## config.mk

```make
export PLATFORM = sky130hd
export DESIGN_NAME = pll_lock_ctrl
export DESIGN_NICKNAME = d
export VERILOG_FILES = /design/src/rtl/pll_lock_ctrl.sv
export SDC_FILE = /design/constraint.sdc
export NUM_CORES = 1
export LEC_CHECK = 0
export CORE_MARGIN = 1
export CORE_UTILIZATION = 45
export CTS_CLUSTER_SIZE = 28
export DETAILED_ROUTE_END_ITERATION = 8
export PLACE_DENSITY = 0.66
export SLEW_MARGIN = 30
export SYNTH_ARGS = -nofsm -noshare
export SYNTH_HDL_FRONTEND = slang
export SYNTH_SLANG_ARGS = --single-unit
```

## constraint.sdc

```tcl
create_clock -name clkin1 -period 2.4 [get_ports clkin1]
set_input_delay 0.48 -clock clkin1 [delete_from_list [all_inputs] [get_ports clkin1]]
set_output_delay 0.48 -clock clkin1 [all_outputs]
set_load 0.005 [all_outputs]
```

## src/rtl/pll_lock_ctrl.sv

```systemverilog
// pll_lock_ctrl: PLL supervisor in the reference-clock domain.
// Holds the PLL in reset, waits for a qualified lock, then releases the system
// reset. The PLL is restarted when lock is lost in RUN or never arrives.
// Repeated lock timeouts end in a sticky FAULT state.
module pll_lock_ctrl #(
    parameter int RST_CYCLES    = 16,
    parameter int LOCK_TIMEOUT  = 50000,
    parameter int STABLE_CYCLES = 1024,
    parameter int MAX_RETRY     = 3
) (
    input  logic       clkin1,
    input  logic       rst,
    input  logic       pll_lock,
    output logic       pll_rst,
    output logic       sys_rst,
    output logic       pll_ready,
    output logic       fault,
    output logic [3:0] retry_cnt,
    output logic [7:0] lock_loss_cnt
);

    // The cycle counter must hold the largest terminal count of any state.
    localparam int MAX_RS = (RST_CYCLES > STABLE_CYCLES) ? RST_CYCLES : STABLE_CYCLES;
    localparam int MAX_P  = (LOCK_TIMEOUT > MAX_RS) ? LOCK_TIMEOUT : MAX_RS;
    localparam int CW     = $clog2(MAX_P + 1);

    localparam logic [CW-1:0] RST_LAST    = CW'(RST_CYCLES - 1);
    localparam logic [CW-1:0] TIMEOUT_LAST = CW'(LOCK_TIMEOUT - 1);
    localparam logic [CW-1:0] STABLE_LAST = CW'(STABLE_CYCLES - 1);
    localparam logic [3:0]    RETRY_LIMIT = 4'(MAX_RETRY);

    typedef enum logic [2:0] {
        RESET_PLL = 3'd0,
        WAIT_LOCK = 3'd1,
        STABLE    = 3'd2,
        RUN       = 3'd3,
        FAULT     = 3'd4
    } state_t;

    state_t        state_q, state_d;
    logic [CW-1:0] cyc_cnt_q, cyc_cnt_d;
    logic [3:0]    retry_cnt_q, retry_cnt_d;
    logic [7:0]    lock_loss_cnt_q, lock_loss_cnt_d;
    logic          pll_rst_q, pll_rst_d;
    logic          sys_rst_q, sys_rst_d;
    logic          pll_ready_q, pll_ready_d;
    logic          fault_q, fault_d;
    logic          lock_meta_q, lock_s_q;

    // Two-flop synchroniser for the asynchronous PLL lock pin.
    always_ff @(posedge clkin1 or posedge rst) begin
        if (rst) begin
            lock_meta_q <= 1'b0;
            lock_s_q    <= 1'b0;
        end else begin
            lock_meta_q <= pll_lock;
            lock_s_q    <= lock_meta_q;
        end
    end

    // Next-state, counters and registered outputs derived from the next state.
    always_comb begin
        state_d         = state_q;
        cyc_cnt_d       = cyc_cnt_q + 1'b1;
        retry_cnt_d     = retry_cnt_q;
        lock_loss_cnt_d = lock_loss_cnt_q;

        case (state_q)
            RESET_PLL: begin
                if (cyc_cnt_q == RST_LAST) begin
                    state_d = WAIT_LOCK;
                end
            end
            WAIT_LOCK: begin
                // A lock seen on the timeout cycle still wins.
                if (lock_s_q) begin
                    state_d = STABLE;
                end else if (cyc_cnt_q == TIMEOUT_LAST) begin
                    retry_cnt_d = retry_cnt_q + 4'd1;
                    state_d     = (retry_cnt_d == RETRY_LIMIT) ? FAULT : RESET_PLL;
                end
            end
            STABLE: begin
                // Any dropout restarts the lock wait without counting a retry.
                if (!lock_s_q) begin
                    state_d = WAIT_LOCK;
                end else if (cyc_cnt_q == STABLE_LAST) begin
                    state_d     = RUN;
                    retry_cnt_d = 4'd0;
                end
            end
            RUN: begin
                cyc_cnt_d = '0;
                if (!lock_s_q) begin
                    state_d = RESET_PLL;
                    if (lock_loss_cnt_q != 8'hFF) begin
                        lock_loss_cnt_d = lock_loss_cnt_q + 8'd1;
                    end
                end
            end
            FAULT: begin
                cyc_cnt_d = '0;
            end
            default: begin
                state_d = RESET_PLL;
            end
        endcase

        if (state_d != state_q) begin
            cyc_cnt_d = '0;
        end

        pll_rst_d   = (state_d == RESET_PLL) || (state_d == FAULT);
        sys_rst_d   = (state_d != RUN);
        pll_ready_d = (state_d == RUN);
        fault_d     = (state_d == FAULT);
    end

    // State, counters and output registers.
    always_ff @(posedge clkin1 or posedge rst) begin
        if (rst) begin
            state_q         <= RESET_PLL;
            cyc_cnt_q       <= '0;
            retry_cnt_q     <= 4'd0;
            lock_loss_cnt_q <= 8'd0;
            pll_rst_q       <= 1'b1;
            sys_rst_q       <= 1'b1;
            pll_ready_q     <= 1'b0;
            fault_q         <= 1'b0;
        end else begin
            state_q         <= state_d;
            cyc_cnt_q       <= cyc_cnt_d;
            retry_cnt_q     <= retry_cnt_d;
            lock_loss_cnt_q <= lock_loss_cnt_d;
            pll_rst_q       <= pll_rst_d;
            sys_rst_q       <= sys_rst_d;
            pll_ready_q     <= pll_ready_d;
            fault_q         <= fault_d;
        end
    end

    assign pll_rst       = pll_rst_q;
    assign sys_rst       = sys_rst_q;
    assign pll_ready     = pll_ready_q;
    assign fault         = fault_q;
    assign retry_cnt     = retry_cnt_q;
    assign lock_loss_cnt = lock_loss_cnt_q;

endmodule

```

==> reports/results.ini <==
[sta]
finalWorstSetupSlack_ns=0.189
grt_setup_unrepaired=false
hold_ws_ns=0.357
min_period_ns=2.21
setup-violations-final=0
skew_ns=0.00759
period_share=0.921
worst_pin_slew_ns=0.598
slew_violations=0
finalHoldViolCount=0
fmax_mhz=452
max-slew-margin-rel=0.598
final.setup.tns_ns=0

[power_and_ir_drop]
pwr-share-comb=0.241
power_density_mw_per_mm2=733
p_clk_frac=0.254
p_switching_mw=0.494
leakage_nw=0.960
switching_share=0.312
peakVddDrop_uv=361
seqPwrFrac=0.504
internal-power_mw=1.09
finalPower_mw=1.58

[job]
drv_cap=0

[routing]
routedWlPerCell_um=13.2
postRouteAntennaNets=0
routed_wl_um=3400
drt_first_pass_iters=4
drt_iter0_markers=46
drcViolationCount=0
viasPerCell=5.36
vias=1377

[place]
port_buffers=18
place.gp.congestion=0.843
place_ws_ns=0.120
dp_hpwl_um=2570

[synth]
ys_seq_elements=37
syn_nets=190
ys_warn_count=0
synth_cell_types=42
synth_cells=183
syn_area_mm2=0.00185
syn_area_per_cell_um2=10.1
synth_flop_cell=dfrtp_1
synthArstFlopShare=1.00
ys_seq_area_frac=0.501
synth_edf_count=0

[clock_tree]
ctsResizeCount=0
clk_latency_ns=0.28
cts.sinks=37
cts_tree=yes
hold_buffers=0
cts-buffers-inserted=5
cts_buffer_depth=2
cts_setup_buffers=0
clkTransAtPathRegs_ns=0.07
htree_levels=2
root_buffer=clkbuf_8

[setup_path]
worstPathRequired_ns=2.56
crit_path_start_kind=register
ff2ff_path_depth=6
endpoint_kind=register
crit_path_max_fanout=7
cp_data_arrival_time_ns=2.37
crit_type=reg -> reg
r2r-end=retry_cnt[3]$_DFFE_PP0P_
ff2ff_setup_slack_ns=0.19
r2r-start=cyc_cnt_q[0]$_DFF_PP0_

[die]
core_mm2=0.00380
ioPinCount=19
die-area_mm2=0.00438
num_rows=22
die_w_um=66.2
initial_core_util=0.487
die_h_um=66.2

[global_route]
overflow=0
grt_pass1_wl_um=6030
grt_max_degree=38
grt_pass1_vias=1383
gr-usage-all-layers=0.185
antenna_found_initial=0

[finish]
syn_to_final_growth_pct=16.5
n_antenna_cell=0
fin_util=0.568
nNetsFinal=215
drive_gt1_frac=0.120

[worst_hold_path]
hold_path_class=reg -> reg
min_from=lock_meta_q$_DFF_PP0_
holdPathStages=0
hold_path_end=lock_s_q$_DFF_PP0_

[status]
status=complete, no violations

==> cell usage after synthesis, types with 2 or more instances <==
master | n | area share
dfrtp_1 | 35 | 0.47
nor2_1 | 30 | 0.061
nand2_1 | 18 | 0.036
xor2_1 | 12 | 0.057
inv_1 | 9 | 0.018
xnor2_1 | 9 | 0.043
a21oi_1 | 7 | 0.019
nand3_1 | 6 | 0.016
nand4_1 | 5 | 0.017
ha_1 | 4 | 0.027
nor4_1 | 3 | 0.010
o21ai_0 | 3 | 0.0081
o22ai_1 | 3 | 0.010
a32o_1 | 2 | 0.011
and2_1 | 2 | 0.0068
and3_1 | 2 | 0.0068
dfstp_2 | 2 | 0.028
nand3_2 | 2 | 0.011
nand3b_1 | 2 | 0.0081
nor3_1 | 2 | 0.0054
or2b_2 | 2 | 0.0095
or3_1 | 2 | 0.0068
or3_2 | 2 | 0.0081
==> power by group through the flow <==
stage	registers [mW]	clock network, mW	logic (mW)
final	0.798	0.403	0.381
after global routing	0.812	0.447	0.441
after CTS	0.797	0.416	0.387
after detailed placement	0.808	0	0.387
after global placement	0.801	0	0.369
after floorplan	0.780	0	0.273
==> cell usage in the layout (no fill, tap or decap), types with 3 or more instances in the layout <==
cell type / count
ha_1: 4
clkdlybuf4s50_1: 18
xnor2_1: 9
nand3_1: 6
o22ai_1: 3
inv_1: 9
xor2_1: 12
buf_4: 3
o21ai_0: 3
nand4_1: 5
dfrtp_1: 35
nand2_1: 18
nor4_1: 3
nor2_1: 30
clkbuf_8: 5
a21oi_1: 7
==> critical path, cell delays in order (launching register included) <==
cell and delay [ns]:
dfrtp_1 0.40, ha_1 0.22, nand3_2 0.16, or3_4 0.46
or4_4 0.56, a21boi_2 0.19, o22ai_1 0.10
==> stage by stage <==
step | area, um^2 | instances
after detailed placement | 2070 | 249
after global placement | 2070 | 249
final | 2160 | 257
after global routing | 2160 | 257
after floorplan | 1850 | 183
after CTS | 2150 | 257
==> worst max-delay path by stage <==
stage,start,to,slack (ns),cells after the start
2_1_floorplan,cyc_cnt_q[0]$_DFF_PP0_,retry_cnt[1]$_DFFE_PP0P_,0.27,7
3_3_place_gp,cyc_cnt_q[0]$_DFF_PP0_,retry_cnt[1]$_DFFE_PP0P_,0.21,6
3_5_place_dp,cyc_cnt_q[0]$_DFF_PP0_,retry_cnt[3]$_DFFE_PP0P_,0.12,6
4_1_cts,cyc_cnt_q[0]$_DFF_PP0_,retry_cnt[3]$_DFFE_PP0P_,0.12,6
5_1_grt,cyc_cnt_q[0]$_DFF_PP0_,retry_cnt[3]$_DFFE_PP0P_,0.07,6
6_report,cyc_cnt_q[0]$_DFF_PP0_,retry_cnt[3]$_DFFE_PP0P_,0.19,6
==> final cells by class <==
class                           instances  area (um^2)
Multi-Input combinational cell        134          850
Tap cell                               48         60.1
Fill cell                             340         1640
Clock buffer                            6         72.6
Timing Repair Buffer                   21          203
Sequential cell                        37          928
Inverter                                9         33.8
Clock inverter                          2         10.0
==> routing by layer <==
metal | part of all wire | track usage | wire (um) | up-vias
met1 | 0.46 | 0.221 | 1570 | 663
met5 | 0 | 0 | 0 | -
li1 | - | - | - | 679
met2 | 0.49 | 0.318 | 1670 | 29
met4 | 0.016 | 0.0638 | 53 | 0
met3 | 0.031 | 0.0517 | 107 | 6
==> cell families after synthesis <==
kind of cell	synth area share
adder cells (fa/ha/maj)	0.0270
AND/OR/NAND/NOR	0.239
multiplexers	0.00608
flip-flops	0.501
buffers and inverters	0.0426
XOR/XNOR	0.0993
AO/OA/AOI/OAI	0.0851
==> state kept, by name, summed over array words and instances, names as in the netlist <==
| register | count |
|---|---|
| cyc_cnt_q | 16 |
| fault | 1 |
| lock_loss_cnt | 8 |
| lock_meta_q | 1 |
| lock_s_q | 1 |
| pll_ready | 1 |
| pll_rst | 1 |
| retry_cnt | 4 |
| state_q | 3 |
| sys_rst | 1 |
Note: power is estimated with default switching activity, not from simulation.
